## src/rtl/seg_scan_driver.sv

```systemverilog
// Multiplexed six-digit seven-segment scan driver.
// A prescaler divides each digit slot into SCAN_DIV cycles, with the first BLANK_CYC
// cycles of every slot dark to suppress ghosting. All six codes are captured into a
// shadow register once per frame, so a frame is always drawn from one consistent snapshot.
module seg_scan_driver #(
    parameter int SCAN_DIV  = 50000,
    parameter int BLANK_CYC = 16
) (
    input  logic       CLK,
    input  logic       RST,
    input  logic [4:0] DIG1,
    input  logic [4:0] DIG2,
    input  logic [4:0] DIG3,
    input  logic [4:0] DIG4,
    input  logic [4:0] DIG5,
    input  logic [4:0] DIG6,
    input  logic       LT,
    output logic [7:0] SEG,
    output logic [5:0] AN,
    output logic       FRAME
);

    localparam int PW = (SCAN_DIV > 1) ? $clog2(SCAN_DIV) : 1;
    localparam logic [PW-1:0] PCNT_LAST = PW'(SCAN_DIV - 1);
    localparam logic [PW-1:0] BLANK_LIM = PW'(BLANK_CYC);
    localparam logic [4:0]    CODE_BLANK = 5'b1_0000;

    // Code to active-low segment pattern {dp,g,f,e,d,c,b,a}; dp stays off.
    function automatic logic [7:0] decode(input logic [4:0] code);
        logic [7:0] seg;
        case (code)
            5'h00:   seg = 8'hC0;
            5'h01:   seg = 8'hF9;
            5'h02:   seg = 8'hA4;
            5'h03:   seg = 8'hB0;
            5'h04:   seg = 8'h99;
            5'h05:   seg = 8'h92;
            5'h06:   seg = 8'h82;
            5'h07:   seg = 8'hF8;
            5'h08:   seg = 8'h80;
            5'h09:   seg = 8'h90;
            5'h0A:   seg = 8'h88;
            5'h0B:   seg = 8'h83;
            5'h0C:   seg = 8'hC6;
            5'h0D:   seg = 8'hA1;
            5'h0E:   seg = 8'h86;
            5'h0F:   seg = 8'h8E;
            5'h11:   seg = 8'hBF;
            default: seg = 8'hFF;
        endcase
        return seg;
    endfunction

    logic [5:0][4:0] dig_in;
    logic [5:0][4:0] shadow_q, shadow_d;
    logic [PW-1:0]   pcnt_q, pcnt_d;
    logic [2:0]      idx_q, idx_d;
    logic [7:0]      seg_q, seg_d;
    logic [5:0]      an_q, an_d;
    logic            frame_q, frame_d;
    logic            load;
    logic            in_blank;
    logic [4:0]      cur_code;

    assign dig_in = {DIG6, DIG5, DIG4, DIG3, DIG2, DIG1};

    // Next-state: prescaler/index advance, shadow capture and registered output patterns.
    always_comb begin
        load     = (pcnt_q == '0) && (idx_q == 3'd0);
        pcnt_d   = pcnt_q + PW'(1);
        idx_d    = idx_q;
        if (pcnt_q == PCNT_LAST) begin
            pcnt_d = '0;
            idx_d  = (idx_q == 3'd5) ? 3'd0 : idx_q + 3'd1;
        end
        shadow_d = load ? dig_in : shadow_q;
        // Slot 0, cycle 0 is drawn from the snapshot being captured in that same cycle.
        case (idx_q)
            3'd0:    cur_code = shadow_d[0];
            3'd1:    cur_code = shadow_d[1];
            3'd2:    cur_code = shadow_d[2];
            3'd3:    cur_code = shadow_d[3];
            3'd4:    cur_code = shadow_d[4];
            3'd5:    cur_code = shadow_d[5];
            default: cur_code = CODE_BLANK;
        endcase
        in_blank = (pcnt_q < BLANK_LIM);
        if (in_blank) begin
            an_d  = 6'b111111;
            seg_d = 8'hFF;
        end else begin
            an_d  = ~(6'b000001 << idx_q);
            seg_d = LT ? 8'h00 : decode(cur_code);
        end
        frame_d = load;
    end

    // State and output registers; reset wins over lamp test and counting.
    always_ff @(posedge CLK) begin
        if (RST) begin
            pcnt_q   <= '0;
            idx_q    <= 3'd0;
            shadow_q <= {6{CODE_BLANK}};
            an_q     <= 6'b111111;
            seg_q    <= 8'hFF;
            frame_q  <= 1'b0;
        end else begin
            pcnt_q   <= pcnt_d;
            idx_q    <= idx_d;
            shadow_q <= shadow_d;
            an_q     <= an_d;
            seg_q    <= seg_d;
            frame_q  <= frame_d;
        end
    end

    assign SEG   = seg_q;
    assign AN    = an_q;
    assign FRAME = frame_q;

endmodule

```

## config.mk

```make
export PLATFORM = sky130hd
export DESIGN_NAME = seg_scan_driver
export DESIGN_NICKNAME = d
export VERILOG_FILES = /design/src/rtl/seg_scan_driver.sv
export SDC_FILE = /design/constraint.sdc
export NUM_CORES = 1
export LEC_CHECK = 0
export ABC_CLOCK_PERIOD_IN_PS = 3200
export CAP_MARGIN = 20
export CORE_UTILIZATION = 35
export CTS_BUF_LIST = sky130_fd_sc_hd__clkbuf_16
export CTS_CLUSTER_SIZE = 28
export DETAILED_ROUTE_END_ITERATION = 6
export SKIP_CTS_REPAIR_TIMING = 1
export SLEW_MARGIN = 30
export SYNTH_ARGS = -nofsm -noshare
export SYNTH_HDL_FRONTEND = slang
export SYNTH_SLANG_ARGS = --single-unit
```

## constraint.sdc

```tcl
create_clock -name CLK -period 3.2 [get_ports CLK]
set_clock_uncertainty 0.2 [all_clocks]
set_input_delay 0.64 -clock CLK [delete_from_list [all_inputs] [get_ports CLK]]
set_output_delay 0.64 -clock CLK [all_outputs]
set_load 0.005 [all_outputs]
```

==> parameters.txt <==
Parameter                              Value

STA
  Setup repair after global routing missed its margin ... false
  Max frequency ... 339.2 MHz
  Tightest Pin Transition ... 0.5440 ns
  Min cycle time layout ... 2.948 ns
  Final number of hold-violating endpoints ... 0
  Count of final max-slew check failures ... 0
  Period utilisation layout ... 0.9213
  Worst slew margin relative to its limit ... 0.6373
  Summed negative setup slack over all endpoints ... 0 ns
  Total of endpoints with negative setup slack in the final report ... 0

Drt
  Number of remaining DRC errors ... 0
  Average wire per cell in the routed design ... 14.26 microns
  Wirelength, routed ... 7545 microns
  Via count of the routed design ... 2,739
  Vias per std cell ... 5.178
  Iteration count of the initial detailed-routing pass ... 4
  Post-detailed-route count of antenna-violating nets ... 0
  DR iter-0 viols ... 185

Clock network
  Deepest clock path buffer count ... 2
  Clk Latency, worst-skew pair ... 0.33 ns
  Number of sinks driven by the clock tree ... 64
  Clock tree from TritonCTS ... built
  Clock transition at the registers of the reported paths ... 0.06 ns
  TritonCTS buffer count ... 9
  Root Buffer ... sky130_fd_sc_hd__clkbuf_16
  CTS H-tree depth ... 3

Setup path
  Slack of the worst reg-to-reg path ... 0.25 ns
  Crit path required time ... 3.26 ns
  Startpoint of the worst setup timing path ... idx_q[0]$_SDFFE_PP0P_
  Beginning of the worst register-to-register path ... idx_q[0]$_SDFFE_PP0P_
  Maximum net fanout on the critical path ... 9
  Arrival time of data at the critical path endpoint ... 3.01 ns
  Worst reg2reg endpoint ... SEG[3]$_SDFF_PP1_
  Critical Path Sink Type ... register
  Capture point of the worst path ... SEG[3]$_SDFF_PP1_
  Length in cells of the worst reg-to-reg path ... 11
  Critical path class ... register to register
  Setup crit start kind ... register

Floorplan
  Number of rows in the core area ... 33
  Area of the die ... 9013 sq um
  Die Span Y ... 94.94 microns
  I/O pin count ... 48
  Standard cell core area ... 8299 sq um
  Starting Density ... 0.3642
  Die Span X ... 94.94 microns

Hold path
  Hold Crit Class ... register to register

Placement
  Count of input and output buffers ... 47
  Placed Instances ... 511
  HPWL after detailed placement ... 5409 microns
  Gpl congestion ... 0.8915

Synth
  Syn_area_per_cell ... 8.259 sq um
  Synth async-reset ratio ... 0
  Number of instances in the synthesized netlist ... 366
  Sequential element share of the synthesized area ... 0.4238
  Flip-flop and latch count after synthesis ... 64
  Syn Nets ... 409
  Distinct cells, synth ... 53
  Predominant post-synthesis flop cell ... sky130_fd_sc_hd__dfxtp_1
  Cell with the most instances after synthesis ... sky130_fd_sc_hd__nand2_1
  Synthesized area ... 3023 sq um
  Leading cell types by total area after synthesis ... sky130_fd_sc_hd__dfxtp_1 42%, sky130_fd_sc_hd__nand2_1 8.2%, sky130_fd_sc_hd__a21oi_1 5.5%
  Biggest area consumer among synthesized cells ... sky130_fd_sc_hd__dfxtp_1
  Top cells by instance count after synthesis ... 66 x sky130_fd_sc_hd__nand2_1, 64 x sky130_fd_sc_hd__dfxtp_1, 33 x sky130_fd_sc_hd__a21oi_1, 33 x sky130_fd_sc_hd__nor2_1, 18 x sky130_fd_sc_hd__nand3_1
  Yosys synthesis warning count ... 0
  Area share of the largest cell type after synthesis ... 0.4238
  Number of synthesized flops with an enable pin ... 0

Layout
  Number of antenna repair diodes ... 0
  Fraction of final layout cells with drive strength greater than 1 ... 0.08726
  Non-Filler Instances ... 529
  Layout overhead on the synthesized area ... 29.47%
  Fill cell total of the finished layout ... 825
  Number of nets in the layout ... 462

Power and ir drop
  Maximum vdd ir drop ... 0.3002 mV
  Static leakage ... 0.001505 uW
  Power density over cell area ... 517.5 nW/um^2

Global route
  Via count of the first global-routing pass ... 2,538
  GRT Total Usage ... 0.1795
  Total grt overflow ... 0
  Wire length of the first global-routing pass ... 12,420 microns
  Maximum number of pins on one net before global-route repair ... 32
  Antenna violations before repair ... 0

Job
  Max Cap Violations ... 0

Run status
  Run status ... complete, no violations
[how the worst min path moves through the flow]
stage                                  startpoint                      end  slack [ns]  depth (start not counted)
after floorplan           shadow_q[23]$_SDFF_PP0_  shadow_q[23]$_SDFF_PP0_        0.23                          2
after global placement    shadow_q[23]$_SDFF_PP0_  shadow_q[23]$_SDFF_PP0_        0.24                          2
after detailed placement  shadow_q[23]$_SDFF_PP0_  shadow_q[23]$_SDFF_PP0_        0.25                          2
after CTS                 shadow_q[23]$_SDFF_PP0_  shadow_q[23]$_SDFF_PP0_        0.25                          2
after global routing       shadow_q[5]$_SDFF_PP0_   shadow_q[5]$_SDFF_PP0_        0.28                          2
final                     shadow_q[23]$_SDFF_PP0_  shadow_q[23]$_SDFF_PP0_        0.25                          2
[worst max-delay path: stages, from the launching register on]
cell and delay [ns]:
sky130_fd_sc_hd__dfxtp_1 0.42, sky130_fd_sc_hd__nor3_4 0.30, sky130_fd_sc_hd__and3_1 0.26, sky130_fd_sc_hd__nand2_4 0.08
sky130_fd_sc_hd__mux2_4 0.31, sky130_fd_sc_hd__a211o_1 0.40, sky130_fd_sc_hd__inv_1 0.14, sky130_fd_sc_hd__ha_1 0.25
sky130_fd_sc_hd__nand4_1 0.10, sky130_fd_sc_hd__o211ai_1 0.18, sky130_fd_sc_hd__o22ai_1 0.09, sky130_fd_sc_hd__a21oi_1 0.14
[metal layers]
layer | vias to the layer above | share of wire | GRT usage
met5 | - | 0 | 0
met1 | 1263 | 0.48 | 0.2402
met4 | 0 | 0.0086 | 0.05177
met2 | 77 | 0.45 | 0.2848
li1 | 1390 | - | -
met3 | 9 | 0.059 | 0.04428
[kinds of logic after synthesis]
family | Yosys count | synth area share
and+or+nand+nor | 165 | 0.2666
muxes | 6 | 0.02194
buffers and inverters | 29 | 0.04098
adders and majority gates | 10 | 0.04139
DFF | 64 | 0.4238
AOI/OAI and AO/OA | 78 | 0.1647
xor gates and xnor gates | 14 | 0.04056
[state kept, by name (all words and copies together) (netlist names)]
| name | cells |
|---|---|
| pcnt_q | 16 |
| FRAME | 1 |
| idx_q | 3 |
| SEG | 8 |
| shadow_q | 30 |
| AN | 6 |
[power by group]
group	internal, uW	total (uW)	switching (uW)
clock	515	864	349
sequential	839	860	21.3
combinational	134	301	167
total	1490	2030	538
[final cells by class]
cell class / instances / area, sq um / share of cell area
tap: 105 / 131.4 / 0.03357
inverter: 11 / 41.29 / 0.01055
timing repair buffer: 60 / 568.0 / 0.1451
clock inverter: 7 / 40.04 / 0.01023
sequential: 64 / 1281 / 0.3274
clock buffer: 9 / 225.2 / 0.05754
multi-input combinational: 273 / 1627 / 0.4156
[metrics by stage]
stage	utilization	instance area [sq um]	setup slack [ns]	total power, uW	hold slack (ns)
5_1_grt	0.4716	3914	0.02184	2124	0.2823
2_1_floorplan	-	3023	0.3310	1066	0.2321
4_1_cts	0.4687	3890	0.1728	2044	0.2538
3_5_place_dp	0.4368	3625	0.1840	1175	0.2468
6_report	0.4716	3914	0.2519	2025	0.2522
3_3_place_gp	0.4368	3625	0.2521	1174	0.2411
[layout by cell type (no fill, tap or decap), drive strengths merged, types with 2 or more instances in the layout]
master	netlist	final
a21boi	2	2
a32o	3	3
ha	10	10
nor4	3	3
o21a	2	2
nand3b	8	8
o21ai	9	9
a22o	2	2
nor2b	3	3
a221oi	2	2
a31oi	5	5
buf	5	13
clkdlybuf4s50	0	47
nand2	67	67
o211ai	6	6
nand2b	5	5
mux2i	4	4
xor2	7	7
mux2	2	2
and3	7	7
a22oi	3	3
clkinvlp	0	3
nand4	7	7
xnor2	7	7
or3	4	4
nor2	34	34
inv	11	12
and2	3	3
clkbuf	13	9
nand3	18	18
clkinv	0	3
a21oi	33	33
nor3	5	5
dfxtp	64	64
No activity file was read; power rests on OpenSTA's default activity.
